File: config.mk
export PLATFORM = sky130hd
export DESIGN_NAME = fpu_lut_sequencer
export DESIGN_NICKNAME = d
export VERILOG_FILES = /design/src/rtl/fpu_pkg.sv /design/src/rtl/fpu_op_decode.sv /design/src/rtl/fpu_lut_sequencer.sv
export SDC_FILE = /design/constraint.sdc
export NUM_CORES = 1
export LEC_CHECK = 0
export CAP_MARGIN = 40
export CORE_ASPECT_RATIO = 0.7
export CORE_MARGIN = 4
export CORE_UTILIZATION = 45
export DETAILED_ROUTE_END_ITERATION = 6
export PLACE_DENSITY_LB_ADDON = 0.25
export SYNTH_ARGS = -nofsm -noshare
export SYNTH_HDL_FRONTEND = slang
export SYNTH_SLANG_ARGS = --single-unit
File: constraint.sdc
create_clock -name clk -period 3.69 [get_ports clk]
set_clock_uncertainty 0.1 [all_clocks]
set_input_delay 1.107 -clock clk [delete_from_list [all_inputs] [get_ports clk]]
set_output_delay 1.107 -clock clk [all_outputs]
set_load 0.02 [all_outputs]
File: src/rtl/fpu_pkg.sv
// rtl/fpu_pkg.sv - shared opcodes, table field selectors and sequencer states
package fpu_pkg;

  localparam int LUT1_W_C = 40;

  typedef enum logic [4:0] {
    OP_ADDF  = 5'd0,
    OP_ADDPP = 5'd1,
    OP_MULF  = 5'd2,
    OP_MULPP = 5'd3,
    OP_NEGF  = 5'd4,
    OP_INVF  = 5'd5,
    OP_INVPP = 5'd6,
    OP_F2I   = 5'd7,
    OP_F2PP  = 5'd8,
    OP_I2F   = 5'd9,
    OP_II2PP = 5'd10,
    OP_PP2F  = 5'd11,
    OP_PP2II = 5'd12
  } op_e;

  localparam logic FMT_FLOAT = 1'b0;
  localparam logic FMT_POSIT = 1'b1;

  // Which byte of which ROM word carries the answer for a lane.
  typedef enum logic [2:0] {
    FLD_SUM,
    FLD_PROD,
    FLD_NEG,
    FLD_INV,
    FLD_TOINT,
    FLD_TOOTHER,
    FLD_FROMINT
  } field_e;

  localparam int LUT2_SUM_LSB     = 8;
  localparam int LUT2_PROD_LSB    = 0;
  localparam int LUT1_NEG_LSB     = 32;
  localparam int LUT1_INV_LSB     = 24;
  localparam int LUT1_TOINT_LSB   = 16;
  localparam int LUT1_TOOTHER_LSB = 8;
  localparam int LUT1_FROMINT_LSB = 0;

  typedef enum logic [2:0] {
    ST_IDLE  = 3'd0,
    ST_LOOK0 = 3'd1,
    ST_LOOK1 = 3'd2,
    ST_FIN   = 3'd3,
    ST_OUT   = 3'd4
  } state_e;

  typedef struct packed {
    logic   legal;
    logic   use_lut2;
    logic   fmt;
    field_e field;
    logic   pair;
  } dec_t;

  function automatic logic [7:0] pick_field(
    input field_e              f,
    input logic [15:0]         d2,
    input logic [LUT1_W_C-1:0] d1
  );
    case (f)
      FLD_SUM:     return d2[LUT2_SUM_LSB +: 8];
      FLD_PROD:    return d2[LUT2_PROD_LSB +: 8];
      FLD_NEG:     return d1[LUT1_NEG_LSB +: 8];
      FLD_INV:     return d1[LUT1_INV_LSB +: 8];
      FLD_TOINT:   return d1[LUT1_TOINT_LSB +: 8];
      FLD_TOOTHER: return d1[LUT1_TOOTHER_LSB +: 8];
      FLD_FROMINT: return d1[LUT1_FROMINT_LSB +: 8];
      default:     return 8'h00;
    endcase
  endfunction

endpackage

File: src/rtl/fpu_op_decode.sv
// rtl/fpu_op_decode.sv - opcode to table-lookup recipe (ROM, format, field, lane count)
module fpu_op_decode
  import fpu_pkg::*;
#(
  parameter int OP_W = 5
) (
  input  logic [OP_W-1:0] op,
  output dec_t            dec
);

  function automatic dec_t legal_op(
    input logic   use_lut2,
    input logic   fmt,
    input field_e field,
    input logic   pair
  );
    dec_t d;
    d.legal    = 1'b1;
    d.use_lut2 = use_lut2;
    d.fmt      = fmt;
    d.field    = field;
    d.pair     = pair;
    return d;
  endfunction

  always_comb begin
    dec = '{legal: 1'b0, use_lut2: 1'b0, fmt: FMT_FLOAT, field: FLD_SUM, pair: 1'b0};
    case (op)
      OP_W'(OP_ADDF):  dec = legal_op(1'b1, FMT_FLOAT, FLD_SUM,     1'b0);
      OP_W'(OP_ADDPP): dec = legal_op(1'b1, FMT_POSIT, FLD_SUM,     1'b1);
      OP_W'(OP_MULF):  dec = legal_op(1'b1, FMT_FLOAT, FLD_PROD,    1'b0);
      OP_W'(OP_MULPP): dec = legal_op(1'b1, FMT_POSIT, FLD_PROD,    1'b1);
      OP_W'(OP_NEGF):  dec = legal_op(1'b0, FMT_FLOAT, FLD_NEG,     1'b0);
      OP_W'(OP_INVF):  dec = legal_op(1'b0, FMT_FLOAT, FLD_INV,     1'b0);
      OP_W'(OP_INVPP): dec = legal_op(1'b0, FMT_POSIT, FLD_INV,     1'b1);
      OP_W'(OP_F2I):   dec = legal_op(1'b0, FMT_FLOAT, FLD_TOINT,   1'b0);
      OP_W'(OP_F2PP):  dec = legal_op(1'b0, FMT_FLOAT, FLD_TOOTHER, 1'b0);
      OP_W'(OP_I2F):   dec = legal_op(1'b0, FMT_FLOAT, FLD_FROMINT, 1'b0);
      OP_W'(OP_II2PP): dec = legal_op(1'b0, FMT_POSIT, FLD_FROMINT, 1'b1);
      OP_W'(OP_PP2F):  dec = legal_op(1'b0, FMT_POSIT, FLD_TOOTHER, 1'b0);
      OP_W'(OP_PP2II): dec = legal_op(1'b0, FMT_POSIT, FLD_TOINT,   1'b1);
      default:         ;
    endcase
  end

endmodule

File: src/rtl/fpu_lut_sequencer.sv
// rtl/fpu_lut_sequencer.sv - runs each FPU op as one or two lookups in the shared ROMs
module fpu_lut_sequencer
  import fpu_pkg::*;
#(
  parameter int OP_W    = 5,
  parameter int LUT2_AW = 17,
  parameter int LUT1_AW = 9,
  parameter int LUT1_W  = 40
) (
  input  logic               clk,
  input  logic               reset,
  input  logic               in_valid,
  output logic               in_ready,
  input  logic [OP_W-1:0]    in_op,
  input  logic [15:0]        in_rd,
  input  logic [15:0]        in_rs,
  output logic               out_valid,
  input  logic               out_ready,
  output logic [15:0]        out_result,
  output logic               out_err,
  output logic               busy,
  output logic               lut2_en,
  output logic [LUT2_AW-1:0] lut2_addr,
  input  logic [15:0]        lut2_data,
  output logic               lut1_en,
  output logic [LUT1_AW-1:0] lut1_addr,
  input  logic [LUT1_W-1:0]  lut1_data
);

  state_e      state, state_nx;
  dec_t        dec;
  logic        pair_q, use_lut2_q, fmt_q;
  field_e      field_q;
  logic [7:0]  rd_hi_q, rs_hi_q, lane0_q, field_now;
  logic        accept, issue, issue_lut2, issue_fmt, cap_lane0, cap_final;
  logic [7:0]  issue_a, issue_b;

  fpu_op_decode #(.OP_W(OP_W)) u_decode (
    .op  (in_op),
    .dec (dec)
  );

  always_ff @(posedge clk or posedge reset) begin
    if (reset) state <= ST_IDLE;
    else       state <= state_nx;
  end

  always_comb begin
    state_nx = state;
    case (state)
      ST_IDLE:  if (in_valid) state_nx = dec.legal ? ST_LOOK0 : ST_OUT;
      ST_LOOK0: state_nx = pair_q ? ST_LOOK1 : ST_FIN;
      ST_LOOK1: state_nx = ST_FIN;
      ST_FIN:   state_nx = ST_OUT;
      ST_OUT:   if (out_ready) state_nx = ST_IDLE;
      default:  state_nx = ST_IDLE;
    endcase
  end

  // Lane0 is issued straight from the request; lane1 comes from the latched upper bytes.
  always_comb begin
    in_ready   = (state == ST_IDLE);
    out_valid  = (state == ST_OUT);
    busy       = (state != ST_IDLE);
    accept     = in_ready && in_valid;
    issue      = 1'b0;
    issue_lut2 = dec.use_lut2;
    issue_fmt  = dec.fmt;
    issue_a    = in_rd[7:0];
    issue_b    = in_rs[7:0];
    if (accept) begin
      issue = dec.legal;
    end else if (state == ST_LOOK0 && pair_q) begin
      issue      = 1'b1;
      issue_lut2 = use_lut2_q;
      issue_fmt  = fmt_q;
      issue_a    = rd_hi_q;
      issue_b    = rs_hi_q;
    end
    cap_lane0 = (state == ST_LOOK1);
    cap_final = (state == ST_FIN);
  end

  assign field_now = pick_field(field_q, lut2_data, lut1_data);

  always_ff @(posedge clk or posedge reset) begin
    if (reset) begin
      pair_q     <= 1'b0;
      use_lut2_q <= 1'b0;
      fmt_q      <= FMT_FLOAT;
      field_q    <= FLD_SUM;
      rd_hi_q    <= '0;
      rs_hi_q    <= '0;
      lane0_q    <= '0;
      out_result <= '0;
      out_err    <= 1'b0;
      lut2_en    <= 1'b0;
      lut2_addr  <= '0;
      lut1_en    <= 1'b0;
      lut1_addr  <= '0;
    end else begin
      lut2_en <= 1'b0;
      lut1_en <= 1'b0;
      if (accept) begin
        pair_q     <= dec.pair;
        use_lut2_q <= dec.use_lut2;
        fmt_q      <= dec.fmt;
        field_q    <= dec.field;
        rd_hi_q    <= in_rd[15:8];
        rs_hi_q    <= in_rs[15:8];
        out_err    <= !dec.legal;
        if (!dec.legal) out_result <= '0;
      end
      if (issue) begin
        if (issue_lut2) begin
          lut2_en   <= 1'b1;
          lut2_addr <= LUT2_AW'({issue_fmt, issue_a, issue_b});
        end else begin
          lut1_en   <= 1'b1;
          lut1_addr <= LUT1_AW'({issue_fmt, issue_a});
        end
      end
      if (cap_lane0) lane0_q <= field_now;
      // For pair ops the last lookup returned is lane1; lane0 was parked a cycle earlier.
      if (cap_final) out_result <= pair_q ? {field_now, lane0_q} : {8'h00, field_now};
    end
  end

endmodule

Yosys cells after proc, flatten, opt, wreduce, memory -nomap -nowiden
Index checks and enable logic that the tools add are counted.
{"block": "word_totals", "word_cells": 77, "ram_bits": 0, "n_memories": 0, "mem_bits_ro": 0, "latch_bits": 0, "ff_bits": 78}
{"block": "classes", "magnitude_cmp": 0, "reduce_logical": 12, "eq_ne": 25, "n_shift": 0, "n_addsub": 0, "n_bitwise": 1, "n_div": 0, "n_mux": 25, "mul": 0}
{"operator": "$pmux W7 S13", "n": 1}
{"operator": "$mux W16", "n": 4}
{"operator": "$pmux W8 S7", "n": 1}
{"operator": "$mux W8", "n": 4}
{"operator": "$eq A5 B4 Y1 const B", "n": 5}
{"operator": "$eq A5 B3 Y1 const B", "n": 4}
{"operator": "$pmux W3 S5", "n": 1}
{"operator": "$eq A3 B2 Y1 const B", "n": 4}
{"operator": "$eq A3 B3 Y1 const B", "n": 4}
{"operator": "$mux W1", "n": 11}
{"operator": "$eq A5 B2 Y1 const B", "n": 2}
{"operator": "$mux W3", "n": 3}
{"operator": "$reduce_and A2 Y1", "n": 4}
{"operator": "$eq A3 B1 Y1 const B", "n": 2}
{"operator": "$logic_not A3 Y1", "n": 2}
{"operator": "$eq A5 B1 Y1 const B", "n": 1}
{"operator": "$logic_not A5 Y1", "n": 1}
{"operator": "$ne A2 B1 Y1 const B", "n": 2}
{"operator": "$reduce_bool A3 Y1", "n": 1}
{"operator": "$logic_and A1 B1 Y1", "n": 2}
{"operator": "$ne A2 B2 Y1 const B", "n": 1}
{"operator": "$reduce_bool A2 Y1", "n": 1}
{"operator": "$logic_not A1 Y1", "n": 1}
{"operator": "$not A1 Y1", "n": 1}

Logic depth before layout (Yosys ltp)
Gate-level depths: netlist (run 1).
{"block": "depth", "word_depth": 6, "depth_mapped": 8, "ltp_nobuf": 4}

Cells and area by module
From an unflattened synthesis (run 1), not the netlist that was laid out.
{"block": "hier_totals", "hier_cells": 343, "area_unflattened_um2": 3980.1}
{"module": "fpu_lut_sequencer", "cells_per_inst": 314, "instances": 1, "area_per_inst_um2": 3777.4, "seq_area_each_um2": 1951.9}
{"module": "fpu_op_decode", "cells_per_inst": 29, "instances": 1, "area_per_inst_um2": 202.7, "seq_area_each_um2": 0.0}

Worst setup path before layout (run 1)
Ideal clock, no wire load.
{"block": "synth_path", "kind": "input to register", "from": "input in_valid", "to": "register lut1_addr[8]", "n_path_buf": 1, "arrival_ns": 2.372, "cell_stages": 5, "t_required_ns": 3.458, "slack_ns": 1.086, "cell_sequence": "or4b_4 nor4_4 or2_1 buf_6 a31oi_1"}
{"block": "synth_via", "elab_chain_cells": 4, "elab_cells_between_ends": 6}
{"element": "from (decl)", "line_no": "fpu_lut_sequencer.sv:12", "rtl": "input logic in_valid,"}
{"element": "$logic_and A1 B1 Y1 (*)", "line_no": "fpu_lut_sequencer.sv:65", "rtl": "accept = in_ready && in_valid;"}
{"element": "$mux W1", "line_no": "fpu_lut_sequencer.sv:71", "rtl": "if (accept) begin"}
{"element": "$not A1 Y1 (no line)"}
{"element": "$reduce_and A2 Y1 (no line)"}
{"element": "to (signal assigned)", "line_no": "fpu_lut_sequencer.sv:120", "rtl": "lut1_addr <= LUT1_AW'({issue_fmt, issue_a});"}
{"element": "to (decl)", "line_no": "fpu_lut_sequencer.sv:26", "rtl": "output logic [LUT1_AW-1:0] lut1_addr,"}
Every way passes the cells marked *; elsewhere a longest branch is shown, timed or not.
A chain may end at the register's enable or synchronous reset.

Worst setup path after layout (run 1)
{"block": "layout_path", "from": "register state[0]", "to": "output in_ready"}
{"block": "layout_via", "elab_chain_cells": 1}
{"element": "from (decl)", "line_no": "fpu_lut_sequencer.sv:30", "rtl": "state_e state, state_nx;"}
{"element": "from (signal assigned)", "line_no": "fpu_lut_sequencer.sv:45", "rtl": "else state <= state_nx;"}
{"element": "$logic_not A3 Y1", "line_no": "fpu_lut_sequencer.sv:62", "rtl": "in_ready = (state == ST_IDLE);"}
{"element": "to (decl)", "line_no": "fpu_lut_sequencer.sv:13", "rtl": "output logic in_ready,"}
Every way passes these cells.

==> metrics.cfg, run 1 <==
[logic_synthesis]
yosysSeqAreaShare_pct=50.6
yosys.area.top_type=dfrtp_1
synth_area_leaders=dfrtp_1 (51%), nand2_1 (8.4%), mux2i_1 (5.4%)
avgSynthCellArea_um2=9.55
synth_top_cell_area_share_pct=50.6
synth_area_um2=3860
yosys.area_share.xor_xnor_pct=0.227
yosysWarnings=0
synth_nets=501
yosysUniqueCellTypes=48
synth_seq_cells=78
synth-edff-count=0
synth_fa_ha_area_share_pct=0
synth-simple-area-share_pct=19.2
synthMuxAreaShare_pct=7.49
yosys.cell_count.top_type=nand2_1
synthArstFlopShare_pct=100
synthTopCellsByCount=nand2_1 (86), dfrtp_1 (78), nor2_1 (37)
synth_top_family_by_area=simple AND/OR/NAND/NOR gates
ys.flop_type=dfrtp_1
synth_compound_area_share_pct=17.6
netlist_instances=404

[clock_tree]
cts_tree=built
cts_root_buffer=clkbuf_16
cts_made_buffers=9
post_cts.repair.setup_buffers=0
cts_buffer_depth=2
hold_buffers=0
clk_latency_ns=0.34
path_clk_slew_ns=0.07
clkSinkCount=78
cts-resized-gates=0
htree_levels=3

[floorplanning]
ios=145
dieArea_um2=10100
die_h_um=85.5
placementRows=27
core_area_um2=8110
start_util_pct=47.6
fp.dieW_um=119

[drt]
wl_per_cell_um=17.2
dr.pass1.iters=5
drc_errors=0
drt_iter0_markers=240
ant_nets=0
wirelength_mm=11.1
vias_per_cell=5.48
vias=3524

[critical_path]
crit_slowest_cell=clkdlybuf4s50_1
end_kind=output pin
path_class=register to output pin
required_ns=2.48
reg2reg_depth=4
critical-path-top-delay-family=buffers and inverters
r2r-start=state[1]
r2r_slack_ns=0.98
worstPathCellList=or3_1, inv_1, clkdlybuf4s50_1
slowest_delay_ns=0.59
reg2reg_to=lut1_addr[1]
crit_buf_inv=2
start_kind=register
critPathArrivalTime_ns=1.95
path_max_fanout=11
cp-startpoint=state[0]

[place]
place.gp.congestion=0.883
placed_area_um2=5370
port-buffer-count=144
dpl.hpwl_mm=8.19
post-place-ws_ns=0.329

[power]
internal_power_uw=2840
power_frac_comb_pct=44.2
p_sw_uw=1780
p_leak_uw=0.00242
power_uw=4620
p_clk_share_pct=21.0
swShare_pct=38.6
powerDensity_nw_per_um2=811
p_seq_share_pct=34.7
peakVddDrop_mv=0.269

[sta]
fmax_mhz=317
setup-tns-final_ns=0
worstMarginPinSlew_ns=0.918
finalCritPeriodShare_pct=85.5
finalHoldViolCount=0
finalMaxSlewViolations=0
period_needed_ns=3.15
rsz0062_at_grt=no
setup_slack_ns=0.536
setup_viol=0
maxSlewHeadroom_pct=38.8

[min_path]
min_path_cells=2
holdPathEnd=rs_hi_q[6]
hp-class=register to register
min_from=rs_hi_q[6]

[global_route]
grt_pass1_vias=3556
grt_max_degree=45
track_usage_pct=22.3
grt_pass1_wl_mm=18.1
grt_overflow=0
antenna_found_initial=0

[finish]
fin_util_pct=70.3
area_growth_pct=47.7
nNetsFinal=634
postLayoutCellArea_um2=5700
drive_above_1_share_pct=7.01
fill_cells=598
antenna_cells=0

[flow_run]
cap_violations=0

[run_status]
outcome=complete, no violations

sequential cells by signal (all words and copies together) (netlist names), 3 cells and up:
signal	count
lut1_addr	9
out_result	16
rd_hi_q	8
state	3
lut2_addr	17
rs_hi_q	8
lane0_q	8
field_q	3
cells by family after synthesis:
kind of cell | count (synthesis)
mux | 27
xor+xnor | 1
simple gates | 160
flops | 78
compound gates | 95
buf+inv | 43
through the flow:
| step | hold slack (ns) | instances |
|---|---|---|
| detailed placement | 0.363 | 627 |
| CTS | 0.380 | 643 |
| floorplan | 0.345 | 404 |
| finish | 0.380 | 643 |
| global placement | 0.358 | 627 |
| global route | 0.405 | 643 |
layer usage:
metal	part of all wire [%]	GRT usage (%)	vias to the layer above
met5	0	0	-
met1	47	30.9	1710
met2	47	35.5	116
li1	-	-	1687
met4	0.97	5.68	0
met3	5.5	5.13	11
cells in the final DEF (no fill, tap or decap), drive strengths merged, types with 9 or more instances in the layout:
master / n
clkdlybuf4s50: 144
nand2: 86
dfrtp: 78
nor2: 37
a21oi: 26
mux2i: 21
inv: 17
o2bb2ai: 11
nor3: 10
a31oi: 10
a22o: 9
clkbuf: 9
how the worst max path moves through the flow:
stage / end / slack (ns) / depth (start not counted)
after floorplan: field_q[0] / 0.49 / 1
after global placement: out_result[0] / 0.43 / 4
after detailed placement: out_result[0] / 0.33 / 4
after CTS: in_ready / 0.53 / 3
after global routing: in_ready / 0.42 / 3
final: in_ready / 0.54 / 3
worst min-delay path, cell delays in order, from the launching register on:
cell     delay, ns
dfrtp_1       0.35
nand2_1       0.05
nand2_1       0.05
power by group through the flow:
stage | Combinational [uW] | Sequential (uW) | Clock [uW]
floorplan | 1060 | 1710 | 0
global placement | 1980 | 1600 | 0
detailed placement | 2040 | 1620 | 0
CTS | 2060 | 1610 | 986
global route | 2220 | 1670 | 1020
finish | 2040 | 1610 | 973
area by class of cell:
cell class / count / area [um^2] / area share (%)
Timing Repair Buffer: 151 / 1510 / 26.4
Inverter: 14 / 53.8 / 0.944
Tap cell: 101 / 126 / 2.22
Clock buffer: 9 / 225 / 3.95
Multi-Input combinational cell: 283 / 1730 / 30.4
Sequential cell: 78 / 1950 / 34.3
Clock inverter: 7 / 103 / 1.80
Power figures use the tool's default switching activity.
==> run 2: changes to the inputs <==
- ABC_AREA: not set -> 1
==> run 2 against run 1 <==
Net effect:
- the flow now finishes with violations (design-rule violations)
- synthesized cell count up 36%
- cell count up 26%
- routed wire length up 9.0%
- die area up 5.0%
- critical path depth down 1
- combinational power down 6%
- power down 5.9%
- sequential power down 7%
- worst hold slack worse by 0.00081 ns
- cell area up 3.2%
- fmax up 2.9%
- setup slack better by 0.090 ns
- critical endpoint is now out_valid
- largest power group unchanged
- highest routed layer unchanged
==> metrics.cfg, run 2 <==
[min_path]
min_path_cells=2
holdPathEnd=lut2_addr[0]
hp-class=register to register
min_from=lut2_addr[0]

[drt]
dr.pass1.iters=7
drc_errors=4
wirelength_mm=12.1
drt_iter0_markers=347
ant_nets=0
vias=4124
vias_per_cell=5.07
wl_per_cell_um=14.9

[sta]
setup_viol=0
finalCritPeriodShare_pct=83.0
fmax_mhz=326
finalMaxSlewViolations=0
setup_slack_ns=0.626
maxSlewHeadroom_pct=57.8
holdWs_ns=0.379
period_needed_ns=3.06
rsz0062_at_grt=no
finalHoldViolCount=0
worstMarginPinSlew_ns=0.630
setup-tns-final_ns=0

[logic_synthesis]
synth_top_cell_area_share_pct=48.0
ys.flop_type=dfrtp_1
synthTopCellsByCount=nand2_1 (204), dfrtp_1 (78), inv_1 (63)
yosysSeqAreaShare_pct=48.0
netlist_instances=551
synth_area_um2=4070
synth-edff-count=0
yosysWarnings=0
avgSynthCellArea_um2=7.38
synth_nets=648
yosysUniqueCellTypes=27
synthArstFlopShare_pct=100
yosys.cell_count.top_type=nand2_1
synth_seq_cells=78
synth_area_leaders=dfrtp_1 (48%), nand2_1 (19%), inv_1 (5.8%)
yosys.area.top_type=dfrtp_1

[global_route]
track_usage_pct=23.2
grt_pass1_wl_mm=19.4
grt_pass1_vias=3873
grt_max_degree=41
grt_overflow=0
antenna_found_initial=0

[finish]
fin_util_pct=68.2
mostFrequentLayoutCells=nand2_1 (204), clkdlybuf4s50_1 (144), dfrtp_1 (78)
postLayoutCellArea_um2=5880
top_regs=lut2_addr: 17 flops, out_result: 16 flops, lut1_addr: 9 flops
nNetsFinal=786
multi_input_area_um2=1750
drive_above_1_share_pct=4.91
final_common_cell=nand2_1
largest_reg_flops=17
area_growth_pct=44.6
regArea_um2=1950
antenna_cells=0
largest_register=lut2_addr
fill_cells=725

[critical_path]
end_kind=output pin
reg2reg_depth=6
path_max_fanout=5
reg2reg_to=lut1_addr[8]
required_ns=2.48
path_class=register to output pin
crit_slowest_cell=clkdlybuf4s50_1
slowest_delay_ns=0.69
worstPathCellList=nor3_1, clkdlybuf4s50_1
start_kind=register
critPathArrivalTime_ns=1.86
r2r_slack_ns=1.42
r2r-start=state[2]

[power]
peakVddDrop_mv=0.308
powerDensity_nw_per_um2=740
p_leak_uw=0.00292

[floorplanning]
die_h_um=87.5
ios=145
core_area_um2=8620
dieArea_um2=10600
placementRows=28
start_util_pct=47.2
fp.dieW_um=122

[clock_tree]
clkSinkCount=78
cts_buffer_depth=2
path_clk_slew_ns=0.06
post_cts.repair.setup_buffers=0
hold_buffers=0
cts-resized-gates=0
clk_latency_ns=0.33
cts_made_buffers=9
cts_root_buffer=clkbuf_16
htree_levels=3
cts_tree=built

[place]
post-place-ws_ns=0.556
port-buffer-count=144
place.gp.congestion=0.913
placed_area_um2=5570
dpl.hpwl_mm=9.06

[flow_run]
cap_violations=0

[run_status]
violations=design-rule violations
outcome=finished, violations left

==> run 2: cell types whose count changed after synthesis, sizes merged, moves of 17 or more <==
cell   change
nand3     +42
nand2    +125
o21ai     +42
mux2i     -21
inv       +51
a21oi     -22
nand4     +17
==> run 2: critical path, delay by kind of cell (launching register included) <==
kind / cells / cell delay [ns]
and+or+nand+nor: 1 / 0.37
DFF: 1 / 0.46
buffers and inverters: 1 / 0.69
==> run 2: kinds of logic after synthesis <==
family                 after synthesis  synth area share (%)
AOI/OAI and AO/OA                   63                  8.49
DFF                                 78                  48.0
buffers and inverters               85                  8.95
and+or+nand+nor                    325                  34.6
==> run 2: worst max path at each step <==
stage	cells past startpoint	end	slack, ns	from
after floorplan	1	field_q[0]	0.49	reset
after CTS	2	out_valid	0.66	state[0]
after global placement	9	lut2_addr[5]	0.67	in_op[0]
after global routing	2	out_valid	0.61	state[0]
after detailed placement	9	lut2_addr[8]	0.56	in_op[0]
final	2	out_valid	0.63	state[0]
==> run 2: report_power, final <==
group	switching, uW	internal, uW
clock network	345	588
registers	270	1230
logic	1150	769
==> run 2: per-stage QoR <==
step                total power [uW]  cells
global placement                3340    797
global route                    4650    813
detailed placement              3410    798
floorplan                       2590    551
finish                          4350    813
CTS                             4360    813
==> run 2: per-layer routing <==
metal  share of wire [%]  global-route usage (%)
met1                  47                    35.2
met2                  44                    33.4
met3                 8.0                    5.94
met5                   0                       0
met4                 1.2                    5.90
==> run 2: layout make-up <==
| cell class | instances | area share (%) |
|---|---|---|
| Sequential cell | 78 | 33.2 |
| Multi-Input combinational cell | 388 | 29.8 |
| Timing Repair Buffer | 147 | 24.9 |
| Inverter | 65 | 4.26 |
| Clock buffer | 9 | 3.83 |
| Tap cell | 120 | 2.55 |
| Clock inverter | 6 | 1.49 |
==> run 3: changes to the inputs <==
- clock period: 3.69 -> 3 ns (I/O delays scaled with it)
==> run 3 against run 2 <==
Net effect:
- the flow now finishes without violations
- sequential cell count did not move
- sequential power rose by 22%
- clock-buffer cell count rose by 1
- worst hold slack got worse by 0.0015 ns
- first-iteration DRC count fell by 27%
- cell count rose by 0.37%
- sequential share of layout area rose by 0.071 points
- core utilization fell by 0.15 points
- global-route usage fell by 0.89 points
- cell area fell by 0.21%
- critical path type unchanged
- largest power group unchanged
==> metrics.cfg, run 3 (synthesized netlist as in run 2, its figures left out) <==
[run_status]
outcome=complete, no violations

[global_route]
antenna_found_initial=0
grt_max_degree=38
track_usage_pct=22.4
grt_overflow=0
grt_pass1_vias=3943
grt_pass1_wl_mm=18.8

[place]
place.gp.congestion=0.889
port-buffer-count=144
post-place-ws_ns=0.227
dpl.hpwl_mm=9.09

[sta]
setup_slack_ns=0.231
rsz0062_at_grt=no
maxSlewHeadroom_pct=60.5
finalMaxSlewViolations=0
fmax_mhz=361
finalCritPeriodShare_pct=92.3
finalHoldViolCount=0
setup-tns-final_ns=0
setup_viol=0
period_needed_ns=2.77
worstMarginPinSlew_ns=0.592

[critical_path]
start_kind=register
cp-startpoint=state[0]
required_ns=2.00
path_class=register to output pin
end_kind=output pin
path_max_fanout=5
critPathArrivalTime_ns=1.77
r2r-start=state[1]

[power]
p_leak_uw=0.00292
peakVddDrop_mv=0.413
powerDensity_nw_per_um2=882

[finish]
largest_register=lut2_addr
multi_input_area_um2=1750
drive_above_1_share_pct=5.17
mostFrequentLayoutCells=nand2_1 (204), clkdlybuf4s50_1 (144), dfrtp_1 (78)
regArea_um2=1950
antenna_cells=0
nNetsFinal=789
largest_reg_flops=17
fill_cells=742
top_regs=lut2_addr: 17 flops, out_result: 16 flops, lut1_addr: 9 flops
area_growth_pct=44.3
final_common_cell=nand2_1

[clock_tree]
cts_buffer_depth=2
cts_tree=built
post_cts.repair.setup_buffers=0
htree_levels=3
clkSinkCount=78
cts_made_buffers=9
cts_root_buffer=clkbuf_16
clk_latency_ns=0.33
cts-resized-gates=0
path_clk_slew_ns=0.06
hold_buffers=0

[drt]
drc_errors=0
wl_per_cell_um=14.4
dr.pass1.iters=5
drt_iter0_markers=254
ant_nets=0
vias=4086
wirelength_mm=11.7
vias_per_cell=5.01

[floorplanning]
core_area_um2=8620
placementRows=28
dieArea_um2=10600
die_h_um=87.5
ios=145
start_util_pct=47.2
fp.dieW_um=122

[min_path]
min_from=lut2_addr[7]
hp-class=register to register

[flow_run]
cap_violations=0

## run 3: cell count changes in the layout (fill, tap and decap cells not counted), sizes merged
cell and delta:
buf +3, inv +1, clkbuf +1, bufinv -2
## run 3: cell type report
class / count / area share [%]
multi-input combinational: 388 / 29.9
inverter: 65 / 4.26
tap: 120 / 2.56
timing repair buffer: 150 / 25.5
sequential: 78 / 33.3
clock inverter: 5 / 0.618
clock buffer: 10 / 3.90
## run 3: metal layers
| metal | vias up | global-route usage, % | routed length, um |
|---|---|---|---|
| li1 | 2020 | - | - |
| met1 | 1903 | 32.7 | 5600 |
| met2 | 146 | 33.3 | 5170 |
| met3 | 17 | 6.07 | 765 |
| met4 | 0 | 5.60 | 174 |
| met5 | - | 0 | 0 |
## run 3: critical path: stages (launching register included)
cell and delay (ns):
dfrtp_1 0.46, nor3_1 0.31, clkdlybuf4s50_1 0.67
## run 3: through the flow
stage | utilization (%) | power (uW) | hold slack [ns] | std cells | area (um^2)
2_1_floorplan | - | 3180 | 0.349 | 551 | 4070
3_5_place_dp | 65.0 | 4200 | 0.364 | 801 | 5600
6_report | 68.1 | 5170 | 0.378 | 816 | 5870
3_3_place_gp | 64.9 | 4120 | 0.364 | 800 | 5600
4_1_cts | 68.1 | 5190 | 0.377 | 816 | 5870
5_1_grt | 68.1 | 5530 | 0.391 | 816 | 5870
## run 3: path summary, 6_finish.rpt
check,endpoint,slack (ns),cells after the start
setup reg to reg,lut1_addr[8],0.81,6
hold / removal,lut2_addr[7],0.38,2
hold reg to reg,lut2_addr[7],0.38,2
setup / recovery,out_valid,0.23,2
min in group asynchronous,out_result[14],0.85,2
max in group asynchronous,lane0_q[3],1.35,3
## run 3: report_power, final
| part | internal (uW) | leakage [uW] | switching [uW] | total, uW |
|---|---|---|---|---|
| sequential | 1510 | 0.000962 | 326 | 1830 |
| clock | 558 | 0.000133 | 418 | 976 |
| combinational | 955 | 0.00182 | 1410 | 2370 |
